[src/rtl/mem_arbiter.sv]
// Two-requester round-robin arbiter onto a single shared memory port.
// Each grant holds until s_ready or a TIMEOUT-cycle watchdog expires, then returns through IDLE.
module mem_arbiter #(
  parameter int unsigned TIMEOUT   = 16,
  parameter logic [31:0] ERR_RDATA = 32'hDEAD_BEEF
) (
  input  logic        clk,
  input  logic        reset_n,

  input  logic        m0_valid,
  output logic        m0_ready,
  input  logic [31:0] m0_addr,
  input  logic [31:0] m0_wdata,
  input  logic [3:0]  m0_wstrb,
  output logic [31:0] m0_rdata,

  input  logic        m1_valid,
  output logic        m1_ready,
  input  logic [31:0] m1_addr,
  input  logic [31:0] m1_wdata,
  input  logic [3:0]  m1_wstrb,
  output logic [31:0] m1_rdata,

  output logic        s_valid,
  input  logic        s_ready,
  output logic [31:0] s_addr,
  output logic [31:0] s_wdata,
  output logic [3:0]  s_wstrb,
  input  logic [31:0] s_rdata,

  output logic [1:0]  grant,
  output logic        bus_err
);

  localparam int unsigned   CW       = $clog2(TIMEOUT) + 1;
  localparam logic [CW-1:0] CNT_LAST = CW'(TIMEOUT - 1);

  // Encoding doubles as the one-hot grant vector.
  typedef enum logic [1:0] {
    IDLE   = 2'b00,
    GRANT0 = 2'b01,
    GRANT1 = 2'b10
  } state_t;

  state_t        state_q, state_d;
  logic          last_grant_q, last_grant_d;
  logic [CW-1:0] cnt_q, cnt_d;
  logic [31:0]   addr_q, addr_d;
  logic [31:0]   wdata_q, wdata_d;
  logic [3:0]    wstrb_q, wstrb_d;

  logic busy;
  logic timeout;
  logic done;

  assign busy    = (state_q != IDLE);
  assign timeout = busy && !s_ready && (cnt_q == CNT_LAST);
  assign done    = busy && (s_ready || timeout);

  always_ff @(posedge clk) begin
    if (!reset_n) begin
      state_q      <= IDLE;
      last_grant_q <= 1'b1;
      cnt_q        <= '0;
      addr_q       <= '0;
      wdata_q      <= '0;
      wstrb_q      <= '0;
    end else begin
      state_q      <= state_d;
      last_grant_q <= last_grant_d;
      cnt_q        <= cnt_d;
      addr_q       <= addr_d;
      wdata_q      <= wdata_d;
      wstrb_q      <= wstrb_d;
    end
  end

  always_comb begin
    state_d      = state_q;
    last_grant_d = last_grant_q;
    cnt_d        = cnt_q;
    addr_d       = addr_q;
    wdata_d      = wdata_q;
    wstrb_d      = wstrb_q;
    unique case (state_q)
      IDLE: begin
        cnt_d = '0;
        // On a tie, requester 0 wins only if requester 1 was served last.
        if (m0_valid && (!m1_valid || last_grant_q)) begin
          state_d = GRANT0;
          addr_d  = m0_addr;
          wdata_d = m0_wdata;
          wstrb_d = m0_wstrb;
        end else if (m1_valid) begin
          state_d = GRANT1;
          addr_d  = m1_addr;
          wdata_d = m1_wdata;
          wstrb_d = m1_wstrb;
        end
      end
      GRANT0, GRANT1: begin
        if (done) begin
          state_d      = IDLE;
          last_grant_d = (state_q == GRANT1);
          cnt_d        = '0;
        end else begin
          cnt_d = cnt_q + CW'(1);
        end
      end
      default: state_d = IDLE;
    endcase
  end

  assign grant   = state_q;
  assign s_valid = busy;
  assign s_addr  = addr_q;
  assign s_wdata = wdata_q;
  assign s_wstrb = wstrb_q;

  // Completions are masked while reset_n is low so an abandoned grant never pulses ready.
  assign m0_ready = reset_n && (state_q == GRANT0) && done;
  assign m1_ready = reset_n && (state_q == GRANT1) && done;
  assign bus_err  = reset_n && timeout;

  assign m0_rdata = s_ready ? s_rdata : ERR_RDATA;
  assign m1_rdata = s_ready ? s_rdata : ERR_RDATA;

endmodule
[config.mk]
export PLATFORM = sky130hd
export DESIGN_NAME = mem_arbiter
export DESIGN_NICKNAME = d
export VERILOG_FILES = /design/src/rtl/mem_arbiter.sv
export SDC_FILE = /design/constraint.sdc
export NUM_CORES = 1
export LEC_CHECK = 0
export BUFFER_PORTS_ARGS = -buffer_cell sky130_fd_sc_hd__buf_2
export CORE_MARGIN = 2
export CORE_UTILIZATION = 30
export CTS_CLUSTER_SIZE = 10
export DETAILED_ROUTE_END_ITERATION = 8
export RECOVER_POWER = 100
export SLEW_MARGIN = 20
export SYNTH_ARGS = -nofsm -noshare
export SYNTH_HDL_FRONTEND = slang
export SYNTH_SLANG_ARGS = --single-unit
[constraint.sdc]
create_clock -name clk -period 1.7 [get_ports clk]
set_input_delay 0.17 -clock clk [delete_from_list [all_inputs] [get_ports clk]]
set_output_delay 0.17 -clock clk [all_outputs]
set_load 0.01 [all_outputs]
==> results.tsv, run 1 <==
metric	value	unit
path_max_fanout	3	
max_freq	0.5567	GHz
synth_top_family_by_area	compound AO/OA/AOI/OAI gates	
cp_slowest_stage_delay	330	ps
worstPathCellList	ha_4 -> and3_4 -> ha_4 -> o21ba_4 -> and3_4 -> buf_6	
fin_nets	954	
powerDensity	1218	nW/µm²
multiInputGateArea	2018	µm²
drive_gt1_share	30.17	%
synth.distinct_cells	33	
grt_overflow	0	
layout_common_cells	buf_2 (185), o21ai_0 (137), clkbuf_1 (128)	
gp_congestion	0.8257	
grt_pass1_wl	23280	µm
grt_max_degree	73	
hpwl	10610	µm
drt_wl_total	15400	µm
syn_area_per_cell	7.787	µm²
slew_viol_final	0	
ant_nets	0	
viasPerCell	5.056	
instances_no_fill	956	
final_common_cell	buf_2	
muxShareOfSynthArea	0.2477	%
power_leakage	2.404	nW
worst_ep_arrival_time	1630	ps
placed_cells	933	
syn_area	4041	µm²
synthSimpleGateAreaFrac	16.25	%
setup_violations	3	
cts_tree	done	
layout_worst_path_cycle_share	105.7	%
synthAdderAreaFrac	1.858	%
power.total	6.984	mW
io_buffers	310	
cp-end-kind	output pin	
clock-sinks	76	
cp_num_buf_inv	1	
relSlewSlack	63.66	%
holdBufCountCts	0	
period_needed	1796	ps
cts_buffer_depth	2	
die_h	120.1	µm
synth-seq-cells	76	
syn_inst	519	
die_area	14420	µm²
htreeDepth	3	
critPathKind	reg2out	
cts_root_buf	clkbuf_16	
core	13190	µm²
synth_top_area_share	37.65	%
synth-main-ff-cell	dfxtp_1	
start_util	30.64	%
synth_fp_nets	698	
status	complete, but fails checks	
r2r_slack	70	ps
fin_ws	-96.46	ps
rsz0062_at_grt	true	
tightest_slew	545.1	ps
firstDrtPassIters	4	
fin_setup_tns	-207.9	ps
skew	5.352	ps
timing.hold.ws	100.8	ps
io_pins	311	
dr.first_iter.drc_count	243	
antenna_found_initial	1	
die_w	120.1	µm
synth_xor_xnor_area_share	0.6502	%
grtUsageTotal	20.47	%
min_path_type	in2reg	
drcViolationCount	0	
maxCapViolCount	0	
ys_seq_area_share	37.65	%
cp-start-kind	register	
synthTopCellsByArea	dfxtp_1 (38%), o21ai_0 (17%), a31oi_1 (11%)	
path_clk_slew	60	ps
worst_path_max_delay_cell	dfxtp_2	
place_ws	81.97	ps
synth-compound-area-share	29.20	%
routedWlPerCell	16.11	µm
crit_required	1530	ps
yosys_warnings	0	
seq_area	1525	µm²
vdd_drop_max	557.5	µV
synth.largest_area_cell	dfxtp_1	
violations	negative setup slack	
via_count	4834	
syn2layout_area_growth	41.83	%
rows	42	
hold_viol_final	0	
numCtsBuffers	9	
fillers	1441	
synth_edf_count	0	
critical-path-top-delay-family	simple AND/OR/NAND/NOR gates	
first_global_vias	4523	
clk_latency	340	ps
async_flop_share	0	%
-- cell families (layout without fill, tap and decap cells) --
group                      Yosys count  in the layout
buffers and inverters               96            356
adders and majority gates            6              6
other                                0              1
and+or+nand+nor                    122            122
AOI/OAI and AO/OA                  215            215
muxes                                1              1
DFF                                 76             76
xor gates and xnor gates             3              3
-- cells in the mapped netlist, types with 2 or more instances --
cell type and number:
o21ai_0 138, a31oi_1 68, nand2_1 3, and3_1 3, nand2b_1 25, clkbuf_1 31, nand3_1 72, buf_2 11
inv_1 6, buf_6 8, and2_1 8, buf_4 36, ha_1 6, clkbuf_2 2, xor2_1 2, a21oi_1 2
nor2_1 7, dfxtp_1 76
-- per-stage QoR --
| step | instance area [µm²] | utilization, % |
|---|---|---|
| final | 5732 | 43.45 |
| after global routing | 5732 | 43.45 |
| after CTS | 5839 | 44.27 |
| after detailed placement | 5468 | 41.45 |
| after global placement | 5468 | 41.45 |
| after floorplan | 4041 | - |
-- worst min-delay path, stage by stage --
cell and delay (ps):
buf_2 90, o21ai_0 60, a31oi_1 70
-- where the power goes --
| group | internal, mW | leakage, nW | total (mW) | switching [mW] |
|---|---|---|---|---|
| Combinational | 1.03 | 1.63 | 2.60 | 1.58 |
| Sequential | 2.27 | 0.632 | 2.49 | 0.223 |
| Clock | 1.17 | 0.140 | 1.89 | 0.723 |
| Total | 4.46 | 2.40 | 6.98 | 2.52 |
-- state kept, by name (all words and copies together), names as in the netlist --
register      count
s_addr           32
cnt_q             5
s_wstrb           4
last_grant_q      1
s_wdata          32
grant             2
-- worst paths after layout --
check,startpoint,endpoint,cells past startpoint
worst max register to register,grant[1]$_SDFFE_PN0P_,s_wdata[25]$_SDFFE_PN0P_,6
worst min-delay path,m1_wdata[12],s_wdata[12]$_SDFFE_PN0P_,3
worst max-delay path,cnt_q[0]$_SDFFE_PN0P_,m1_ready,6
worst min register to register,cnt_q[4]$_SDFFE_PN0P_,cnt_q[4]$_SDFFE_PN0P_,2
-- cell type report --
class / instances / area share, %
Multi-Input combinational cell: 347 / 35.21
Timing Repair Buffer: 334 / 28.86
Sequential cell: 76 / 26.61
Clock buffer: 13 / 4.366
Tap cell: 176 / 3.842
Clock inverter: 2 / 0.6112
Inverter: 7 / 0.4584
Antenna cell: 1 / 0.04366
-- routing by layer --
layer | part of all wire (%) | wire, µm | global-route usage (%) | vias to the layer above
li1 | - | - | - | 2354
met1 | 40 | 6164 | 23.89 | 2234
met3 | 8.2 | 1262 | 6.131 | 24
met4 | 2.1 | 322 | 8.382 | 0
met2 | 50 | 7651 | 34.84 | 222
met5 | 0 | 0 | 0 | -
-- timing repair --
| action | in CTS | in global routing |
|---|---|---|
| resized for setup | 11 | 6 |
| endpoints found under the setup margin | 3 | 6 |
| pin swaps | 5 | 2 |
| buffers inserted | 5 | 1 |
| gates cloned | 0 | 1 |
(Power assumes the default switching activity.)
==> inputs of run 2 (changes only) <==
Settings changed: ABC_AREA from default to 1.
==> run 2 against run 1 <==
  * The flow now finishes without violations
  * Clock power is 5% lower
  * Final cell count is 30% higher
  * First-iteration DRC count is 30% lower
  * Wire length is 13% lower
  * Total power is 2.0% higher
  * Via count is 4.9% higher
  * Largest cell class unchanged
==> results.tsv, run 2 <==
metric	value	unit	change
firstDrtPassIters	4		unchanged
cp-start-kind	register		
synth_common_cells	nand2_1 (360), nor2_1 (146), inv_1 (84)		
tightest_slew	585.9	ps	+40.78 ps
drcViolationCount	0		unchanged
startpoint	cnt_q[1]$_SDFFE_PN0P_		
htreeDepth	3		unchanged
place_ws	47.93	ps	-34.04 ps
antenna_found_initial	1		unchanged
async_flop_share	0	%	unchanged
muxShareOfSynthArea	0	%	-0.25 points
ys_seq_area_share	33.38	%	-4.3 points
viasPerCell	4.067		-20%
first_global_vias	4405		-2.6%
grt_pass1_wl	20860	µm	-10%
synth.distinct_cells	23		-30%
gp_congestion	0.8118		-1.7%
timing.hold.ws	119.9	ps	+19.13 ps
clock-sinks	76		unchanged
die_w	127.3	µm	+6.0%
synth.largest_area_cell	dfxtp_1		
cp-end-kind	output pin		
drive_gt1_share	23.42	%	-6.7 points
reg2reg_from	cnt_q[1]$_SDFFE_PN0P_		
grt_max_degree	53		-27%
dr.first_iter.drc_count	171		-30%
critPathKind	reg2out		
cts_root_buf	clkbuf_16		
fillers	1745		+21%
rsz0062_at_grt	true		
start_util	30.32	%	-0.32 points
final_common_cell	nand2_1		
routedWlPerCell	10.76	µm	-33%
synthAdderAreaFrac	1.647	%	-0.21 points
synth-seq-cells	76		unchanged
synthSimpleGateAreaFrac	46.31	%	+30 points
drt_wl_total	13410	µm	-13%
yosys_warnings	0		unchanged
min_from	reset_n		
grt_overflow	0		unchanged
slew_viol_final	0		unchanged
placed_area	6023	µm²	+10%
cts_buffer_depth	2		unchanged
crit_required	1530	ps	about the same
status	complete, no violations		
max_freq	0.5945	GHz	+6.8%
maxCapViolCount	0		unchanged
synth-compound-area-share	0.7960	%	-28 points
path_max_fanout	3		unchanged
grtUsageTotal	15.87	%	-4.6 points
die_area	16200	µm²	+12%
syn_area_per_cell	5.777	µm²	-26%
ant_nets	0		unchanged
synth-main-ff-cell	dfxtp_1		
fin_ws	17.77	ps	+114.2 ps
setup_violations	0		-3
synth_fp_nets	968		+39%
io_pins	311		unchanged
period_needed	1682	ps	-114.2 ps
io_buffers	310		unchanged
holdBufCountCts	0		unchanged
powerDensity	1148	nW/µm²	-5.8%
layout_worst_path_cycle_share	98.95	%	-6.7 points
synth_top_area_share	33.38	%	-4.3 points
vdd_drop_max	486.0	µV	-13%
syn_area	4558	µm²	+13%
rows	45		+7.1%
final_area	6201	µm²	+8.2%
synth.most_common_cell	nand2_1		
synth_edf_count	0		unchanged
power.total	7.120	mW	+2.0%
numCtsBuffers	9		unchanged
skew	4.199	ps	-1.153 ps
synth_top_family_by_area	simple AND/OR/NAND/NOR gates		
synth_xor_xnor_area_share	0.5764	%	-0.074 points
path_clk_slew	60	ps	about the same
layout_common_cells	nand2_1 (362), buf_2 (178), nor2_1 (144)		
clk_latency	340	ps	about the same
hold_viol_final	0		unchanged
relSlewSlack	60.90	%	-2.8 points
min_path_type	in2reg		
hpwl	10180	µm	-4.0%
antenna_cells	0		-1
power_leakage	3.485	nW	+45%
via_count	5071		+4.9%
fin_nets	1234		+29%
synthTopCellsByArea	dfxtp_1 (33%), nand2_1 (30%), nor2_1 (12%)		
syn_inst	789		+52%
core	15030	µm²	+14%
cts_tree	done		
worst_ep_arrival_time	1510	ps	-120 ps
syn2layout_area_growth	36.04	%	
die_h	127.3	µm	+6.0%
## run 2: cell families (layout without fill, tap and decap cells)
family,Yosys count,count (layout)
compound gates,6,6
simple gates,540,540
xor+xnor,3,3
buf+inv,158,428
fa+ha+maj,6,6
flops,76,76
## run 2: per-stage QoR
| step | utilization (%) | TNS [ps] | instances |
|---|---|---|---|
| floorplan | - | 0 | 789 |
| global placement | 40.07 | 0 | 1228 |
| detailed placement | 40.07 | 0 | 1228 |
| CTS | 42.30 | -29.35 | 1246 |
| global route | 41.25 | -89.20 | 1247 |
| finish | 41.25 | 0 | 1247 |
## run 2: layout make-up
class                      instances  area (µm²)  area share, %
multi-input combinational        555        2293          36.99
clock inverter                     4       25.02         0.4036
inverter                          87       326.6          5.266
sequential                        76        1531          24.70
timing repair buffer             326        1536          24.78
tap                              188       235.2          3.793
clock buffer                      11       252.7          4.076
## run 2: timing repair
item | CTS | global route
pin swaps | 6 | 3
buffers inserted | 3 | 1
resized for setup | 11 | 5
endpoints found under the setup margin | 3 | 4
## run 2: critical path: stages (launching register included)
cell     delay [ps]
dfxtp_2         330
ha_4            150
and3_4          170
ha_4            160
o21ai_4         140
nor2_1           70
buf_2           140
## run 2: final timing paths
path                                    end  slack, ps  cells past startpoint
setup / recovery                   m1_ready         20                      6
setup reg to reg      cnt_q[1]$_SDFFE_PN0P_         90                      9
hold reg to reg   last_grant_q$_SDFFE_PN1P_        500                      2
hold / removal    last_grant_q$_SDFFE_PN1P_        120                      2
## run 2: layer usage
metal  track usage (%)  routed length [µm]
met1             19.80                6155
met3             5.360                 808
met2             26.30                6223
met4             4.137                 212
met5                 0                  13
## run 2: power breakdown
group,switching [mW],internal (mW),leakage (nW),total (mW)
Clock,0.735,1.05,0.133,1.79
Combinational,1.81,1.05,2.72,2.86
Sequential,0.229,2.24,0.633,2.47
Total,2.78,4.34,3.48,7.12
